### config.mk
export PLATFORM = sky130hd
export DESIGN_NAME = switch_mem_target_flat
export DESIGN_NICKNAME = d
export VERILOG_FILES = /design/src/rtl/switch_mem_target_if.sv /design/src/rtl/switch_mem_target.sv /design/src/flat_wrapper.sv
export SDC_FILE = /design/constraint.sdc
export NUM_CORES = 2
export LEC_CHECK = 0
export ABC_CLOCK_PERIOD_IN_PS = 8600
export CAP_MARGIN = 25
export CORE_UTILIZATION = 30
export CTS_CLUSTER_SIZE = 10
export DETAILED_ROUTE_END_ITERATION = 10
export SETUP_SLACK_MARGIN = 0.02
export SLEW_MARGIN = 20
export SYNTH_ARGS = -nofsm -noshare
export SYNTH_HDL_FRONTEND = slang
export SYNTH_SLANG_ARGS = --single-unit
### constraint.sdc
create_clock -name clock -period 8.6 [get_ports clock]
set_clock_uncertainty 0.1 [all_clocks]
set_input_delay 0.86 -clock clock [delete_from_list [all_inputs] [get_ports clock]]
set_output_delay 0.86 -clock clock [all_outputs]
set_load 0.005 [all_outputs]
### src/rtl/switch_mem_target_if.sv
// Memory/config port bus between the interface agent (master) and the target (slave).
// Carries one request at a time; the target answers with a one-cycle ack.
interface switch_mem_target_if;
  logic       mem_sel_en;
  logic       mem_wr_rd_s;
  logic [7:0] mem_addr;
  logic [7:0] mem_wr_data;
  logic [7:0] mem_rd_data;
  logic       mem_ack;

  modport master (
    output mem_sel_en, mem_wr_rd_s, mem_addr, mem_wr_data,
    input  mem_rd_data, mem_ack
  );

  modport slave (
    input  mem_sel_en, mem_wr_rd_s, mem_addr, mem_wr_data,
    output mem_rd_data, mem_ack
  );
endinterface

### src/rtl/switch_mem_target.sv
// Byte-wide config register file behind the switch memory port; ack WAIT_STATES+1 cycles after capture.
// Single outstanding request: new requests are only sampled in IDLE, so spacing is WAIT_STATES+2 cycles.
module switch_mem_target #(
  parameter int DEPTH       = 256,
  parameter int WAIT_STATES = 1
) (
  input  logic                 clock,
  input  logic                 reset,
  switch_mem_target_if.slave   bus,
  output logic [7:0]           cfg_reg0
);

  localparam int AW = (DEPTH > 1) ? $clog2(DEPTH) : 1;
  localparam logic [3:0] WS_LOAD = (WAIT_STATES > 0) ? 4'(WAIT_STATES - 1) : 4'd0;

  typedef enum logic [1:0] {
    S_IDLE = 2'd0,
    S_WAIT = 2'd1,
    S_ACK  = 2'd2
  } state_t;

  state_t     state;
  state_t     state_nx;
  logic [3:0] cnt;
  logic       req_wr;
  logic [7:0] req_addr;
  logic [7:0] req_data;
  logic [7:0] rd_data;
  logic [7:0] mem [DEPTH];

  logic       eff_wr;
  logic [7:0] eff_addr;
  logic [7:0] eff_data;
  logic       addr_ok;
  logic       enter_ack;

  always_comb begin
    state_nx = state;
    case (state)
      S_IDLE: if (bus.mem_sel_en) state_nx = (WAIT_STATES > 0) ? S_WAIT : S_ACK;
      S_WAIT: if (cnt == 4'd0) state_nx = S_ACK;
      S_ACK:  state_nx = S_IDLE;
      default: state_nx = S_IDLE;
    endcase
  end

  // With zero wait states ACK is entered at the capture edge, so the live bus is used.
  always_comb begin
    eff_wr    = req_wr;
    eff_addr  = req_addr;
    eff_data  = req_data;
    if (state == S_IDLE) begin
      eff_wr   = bus.mem_wr_rd_s;
      eff_addr = bus.mem_addr;
      eff_data = bus.mem_wr_data;
    end
    addr_ok   = ({1'b0, eff_addr} < 9'(DEPTH));
    enter_ack = (state_nx == S_ACK) && (state != S_ACK);
  end

  always_ff @(posedge clock) begin
    if (reset) begin
      state    <= S_IDLE;
      cnt      <= 4'd0;
      req_wr   <= 1'b0;
      req_addr <= 8'h00;
      req_data <= 8'h00;
      rd_data  <= 8'h00;
      for (int i = 0; i < DEPTH; i++) mem[i] <= 8'h00;
    end else begin
      state <= state_nx;
      if (state == S_IDLE && bus.mem_sel_en) begin
        req_wr   <= bus.mem_wr_rd_s;
        req_addr <= bus.mem_addr;
        req_data <= bus.mem_wr_data;
        cnt      <= WS_LOAD;
      end else if (state == S_WAIT && cnt != 4'd0) begin
        cnt <= cnt - 4'd1;
      end
      if (enter_ack) begin
        if (eff_wr) begin
          if (addr_ok) mem[eff_addr[AW-1:0]] <= eff_data;
        end else begin
          rd_data <= addr_ok ? mem[eff_addr[AW-1:0]] : 8'h00;
        end
      end
    end
  end

  assign bus.mem_ack     = (state == S_ACK);
  assign bus.mem_rd_data = rd_data;
  assign cfg_reg0        = mem[0];

endmodule

### src/flat_wrapper.sv
// flat-port wrapper written by rule: the top's interface ports become plain ports
module switch_mem_target_flat 
#(
  parameter int DEPTH       = 256,
  parameter int WAIT_STATES = 1
)
  (clock, reset, cfg_reg0, bus_mem_sel_en, bus_mem_wr_rd_s, bus_mem_addr, bus_mem_wr_data, bus_mem_rd_data, bus_mem_ack);
  switch_mem_target_if bus_i ();
  input  logic clock;
  input  logic reset;
  output logic [7:0] cfg_reg0;
  input wire logic [$bits(bus_i.mem_sel_en)-1:0] bus_mem_sel_en;
  input wire logic [$bits(bus_i.mem_wr_rd_s)-1:0] bus_mem_wr_rd_s;
  input wire logic [$bits(bus_i.mem_addr)-1:0] bus_mem_addr;
  input wire logic [$bits(bus_i.mem_wr_data)-1:0] bus_mem_wr_data;
  output wire logic [$bits(bus_i.mem_rd_data)-1:0] bus_mem_rd_data;
  output wire logic [$bits(bus_i.mem_ack)-1:0] bus_mem_ack;
  assign bus_i.mem_sel_en = bus_mem_sel_en;
  assign bus_i.mem_wr_rd_s = bus_mem_wr_rd_s;
  assign bus_i.mem_addr = bus_mem_addr;
  assign bus_i.mem_wr_data = bus_mem_wr_data;
  assign bus_mem_rd_data = bus_i.mem_rd_data;
  assign bus_mem_ack = bus_i.mem_ack;
  switch_mem_target #(.DEPTH(DEPTH), .WAIT_STATES(WAIT_STATES)) u_core (.clock(clock), .reset(reset), .bus(bus_i), .cfg_reg0(cfg_reg0));
endmodule
; ---- After elaboration in Yosys (flattened, before gate mapping)
; Memories as Yosys holds them, arrays and structs flattened. A register that Yosys moved wholly into a read port is not among the register bits.
; Cells that the tools add are included.
[totals]
register_bits = 23
ram_bits = 2048
input_bits = 20
output_inout_bits = 17
elab_cells = 36
n_memories = 1
[mem_list]
columns = memory, depth, width, read_ports, rd_ports_with_merged_regs, wr, line_no
row1 = u_core.mem, 256, 8, 2, 1, 256, switch_mem_target.sv:29  ; logic [7:0] mem [DEPTH];
[classes]
n_addsub = 1
n_eq_ne = 4
n_mux = 15
bitwise_logic = 1
reduce_logical = 9
[ops]
columns = op, n
row1 = $mux W8, 4
row2 = $mux W1, 8
row3 = $reduce_or A8 Y1, 1
row4 = $eq A2 B2 Y1 const B, 2
row5 = $logic_not A4 Y1, 1
row6 = $mux W2, 2
row7 = $pmux W2 S2, 1
row8 = $reduce_bool A4 Y1, 1
row9 = $sub A4 B1 Y4 const B, 1
row10 = $logic_and A1 B1 Y1, 3
row11 = $eq A2 B1 Y1 const B, 1
row12 = $logic_not A2 Y1, 1
row13 = $ne A2 B2 Y1 const B, 1
row14 = $reduce_and A2 Y1, 1
row15 = $reduce_or A2 Y1, 1
row16 = $not A1 Y1, 1

; ---- Logic depth before layout (Yosys ltp)
[logic_depth]
ltp_word = 10
depth_mapped = 13
mapped_depth_nobuf = 10

; ---- Worst setup path after synthesis
; OpenSTA, ideal clock, no wires.
[synth_timing]
kind = input to register
start = input bus_mem_addr[3]
end = memory u_core.mem[35][0] (enable)
setup_ns = 0.334
arrival_time_ns = 2.835
t_required_ns = 8.166
slack_ns = 5.330
stages = 9
path_buffers = 4
cell_sequence = mux2i_1 nand2_1 buf_2 buf_2 buf_1 nor2_1 buf_2 nand2_1 nand2b_1
[synth_lines]
columns = item, line_no
row1 = start: declaration, flat_wrapper.sv:14  ; input wire logic [$bits(bus_i.mem_addr)-1:0] bus_mem_addr;
row2 = end: declaration, switch_mem_target.sv:29

; ---- Final worst setup path
[layout_timing]
start = register u_core.state[1]
end = register u_core.rd_data[2] (netlist: u_core.bus.mem_rd_data[2]) (read register of u_core.mem)
[layout_via]
elab_chain_cells = 5
elab_cells_between_ends = 12
classes_between = eq/ne (3) / mux (5) / bitwise (1) / reduce/logical (3)
[layout_rtl]
columns = item, line_no
row1 = start: declaration, switch_mem_target.sv:22  ; state_t state;
row2 = start signal: assignment, switch_mem_target.sv:71  ; state <= state_nx;
row3 = $eq A2 B1 Y1 (tied with other cells), switch_mem_target.sv:39  ; case (state)
row4 = $pmux W2 S2, switch_mem_target.sv:39
row5 = $eq A2 B2 Y1, switch_mem_target.sv:58  ; enter_ack = (state_nx == S_ACK) && (state != S_ACK);
row6 = $logic_and A1 B1 Y1, switch_mem_target.sv:58
row7 = $reduce_and A2 Y1 (no source line), -
row8 = end: declaration, switch_mem_target.sv:28  ; logic [7:0] rd_data;
; Parallel ways exist; a longest one is shown, timed or not.
; A chain may end at the register's enable or synchronous reset.

==> reports/results.ini <==
[status]
outcome = finished, final reports clean

[sta]
setup-tns-final_ns = 0
maxSlewViolCount = 0
slew_headroom = 0.264
tightest_slew_ns = 1.10
final_min_period_over_clock_period = 0.671
setup_viol = 0
layout_min_cycle_time_ns = 5.77
finalHoldViolCount = 0
layout_setup_ws_ns = 2.83
rsz0062_at_grt = no
fmax_ghz = 0.173

[clock_network]
ctsHoldBuffers = 0
clk_pin_slew_worst_paths_ns = 0.06
clkLatencyLatePin_ns = 0.87
cts_buffers = 231
cts-htree-levels = 4
clockBufferDepth = 3
post_cts_buffers = 0
cts-root-buf = clkbuf_16
cts_tree = built
cts.sinks = 2079
cts_resized = 0

[power]
power_density_mw_per_mm2 = 231
leakagePower_nw = 32.3
peakVddDrop_mv = 0.200
power_mw = 22.7

[logic_synthesis]
yosys.area_share.simple = 0.138
netlist_area_mm2 = 0.0880
synthTopCellsByArea = edfxtp_1 (70%), nor2_1 (9.0%), a221oi_1 (3.3%)
synth_most_common_cell = nor2_1
synthXorXnorAreaFrac = 0.000299
yosysWarnings = 0
ys_seq_area_frac = 0.706
synth_compound_area_frac = 0.121
synthAdderAreaFrac = 0.000142
synth-seq-cells = 2079
avgSynthCellArea_um2 = 12.7
yosys-top-cells-count = nor2_1 (2100), edfxtp_1 (2048), clkbuf_1 (377), a22oi_1 (360), a221oi_1 (336)
synth_top_area_share = 0.699
synth_edf_count = 2048
muxShareOfSynthArea = 0.00203
async_flop_share = 0
yosys.cell_types.count = 52
yosys.area.top_type = edfxtp_1
syn-num-nets = 6964
synth_top_family_by_area = simple AND/OR/NAND/NOR gates
syn_inst = 6943
synth_ff_type = edfxtp_1

[global_routing]
grt_max_degree = 140
grt_pass1_wl_um = 393000
grt_usage = 0.180
grt_pass1_vias = 57200
grt-ovfl-total = 0
antenna_found_initial = 7

[place]
gp_congestion = 0.868
place_ws_ns = 2.57
dpl.hpwl_um = 164000
io_buffers = 36
dpl-instance-area_mm2 = 0.0919

[setup_path]
cpPeakStageDelay_ns = 0.86
crit_type = reg2reg
crit_top_cell = a311oi_1
crit_required_ns = 9.28
ff2ff_path_depth = 11
r2r_start = u_core.state[1]$_SDFF_PP0_
path_cells = nor2_4, buf_4, mux2i_4, buf_12, a22oi_1, and3_1, a311oi_1, a311oi_1, a311oi_1, o21bai_1, a311oi_1
path_buf_inv = 2
reg2reg_slack_ns = 2.83
crit_family = compound AO/OA/AOI/OAI gates
start_kind = flop
worstPathArrival_ns = 6.45
cp_slowest_cell = a311oi_1
regToRegEndpoint = u_core.bus.mem_rd_data[2]$_SDFFE_PP0P_
cp-end-kind = flop
worst-path-max-fanout = 134

[layout]
n_fill_cell = 28400
final_nets = 6732
drive_gt1_frac = 0.0615
final_area_mm2 = 0.0984
area_growth_pct = 11.9

[hold_path]
hold_end = u_core.req_wr$_SDFFE_PP0P_
hold_class = reg2reg
whs_path_depth = 2
min_from = u_core.req_wr$_SDFFE_PP0P_

[floorplanning]
start_util = 0.302
die_area_mm2 = 0.295
rows = 198
core-area_mm2 = 0.291
die_y_um = 543
ios = 37
die_w_um = 543

[detailed_routing]
postRouteAntennaNets = 0
drt_iter0_markers = 8556
remaining_drc_errors = 0
wl_per_cell_um = 25.5
first_pass_iters = 6
drt-total-wl_um = 274000
vias_per_cell = 5.56
num_vias = 59600

[job]
maxCapViolCount = 0

-- logic make-up after synthesis --
logic type                 after synthesis
and+or+nand+nor                       2934
DFF                                   2079
AOI/OAI and AO/OA                     1293
buffers and inverters                  616
muxes                                   17
xor gates and xnor gates                 3
adders and majority gates                1
-- sequential cells by signal (all words and copies together) (netlist names) --
signal / count
u_core.req_data: 8
u_core.cnt: 4
u_core.req_wr: 1
u_core.state: 2
u_core.req_addr: 8
u_core.bus.mem_rd_data: 8
u_core.mem: 2048
-- layout make-up --
| type | instances | area (um^2) | area share |
|---|---|---|---|
| flip-flops and latches | 2079 | 62100 | 0.631 |
| repair buffers | 147 | 1520 | 0.0154 |
| multi-input cells | 4248 | 23400 | 0.238 |
| clock inverters | 25 | 317 | 0.00322 |
| inverters | 4 | 15.0 | 0.000153 |
| clock buffers | 306 | 6130 | 0.0623 |
| well taps | 3900 | 4880 | 0.0496 |
| diodes | 3 | 7.51 | 0.0000763 |
-- power breakdown --
part / switching [mW] / internal, mW
logic: 1.75 / 0.530
registers: 0.136 / 11.4
clock network: 3.89 / 4.96
total: 5.77 / 16.9
-- stage by stage --
stage	hold WS [ns]	instances	utilization
after floorplan	0.336	6943	-
after global placement	0.365	10400	0.315
after detailed placement	0.362	10400	0.315
after CTS	0.371	10700	0.337
after global routing	0.417	10700	0.338
final	0.368	10700	0.338
-- worst reg2reg max path, delay by kind of cell, from the launching register on --
family	cells	cell delay, ns
buffers and inverters	2	1.06
multiplexers	1	0.75
AO/OA/AOI/OAI	6	2.71
AND/OR/NAND/NOR	2	0.69
flip-flops	1	0.37
-- layer usage --
metal | global-route usage | routed length, um | up-vias
li1 | - | - | 25600
met1 | 0.233 | 106000 | 30000
met2 | 0.290 | 129000 | 3392
met3 | 0.0368 | 26900 | 548
met4 | 0.0771 | 12200 | 8
met5 | 0 | 60 | -
-- worst max path at each step --
stage,cells past startpoint,endpoint,startpoint
after floorplan,9,u_core.mem[35][0]$_SDFFCE_PN0P_,bus_mem_addr[3]
after global placement,8,u_core.mem[111][1]$_SDFFCE_PN0P_,bus_mem_addr[2]
after detailed placement,12,u_core.bus.mem_rd_data[0]$_SDFFE_PP0P_,bus_mem_addr[2]
after CTS,8,u_core.mem[89][7]$_SDFFCE_PN0P_,u_core.state[1]$_SDFF_PP0_
after global routing,11,u_core.bus.mem_rd_data[2]$_SDFFE_PP0P_,u_core.state[1]$_SDFF_PP0_
final,11,u_core.bus.mem_rd_data[2]$_SDFFE_PP0P_,u_core.state[1]$_SDFF_PP0_
-- placed cells by master, fill, tap and decap left out, types with 7 or more instances in the layout --
| master | count |
|---|---|
| a21o_1 | 22 |
| a21oi_1 | 25 |
| a221o_1 | 200 |
| a221oi_1 | 336 |
| a22o_1 | 128 |
| a22oi_1 | 360 |
| a311oi_1 | 64 |
| a41o_1 | 8 |
| and3_1 | 24 |
| buf_12 | 22 |
| buf_4 | 81 |
| clkbuf_1 | 70 |
| clkbuf_16 | 233 |
| clkdlybuf4s50_1 | 35 |
| clkinv_1 | 9 |
| dfxtp_1 | 31 |
| edfxtp_1 | 2048 |
| mux2i_4 | 13 |
| nand2_1 | 317 |
| nand2b_1 | 237 |
| nand3_1 | 146 |
| nor2_1 | 2075 |
| nor2_2 | 9 |
| nor2_4 | 19 |
| nor3_1 | 13 |
| nor4_1 | 55 |
| nor4b_1 | 8 |
| o21ai_0 | 33 |
| o21bai_1 | 8 |
| o22ai_1 | 80 |
| o311a_1 | 8 |
| o41ai_1 | 7 |
| or3_1 | 16 |
(Power assumes the default switching activity.)
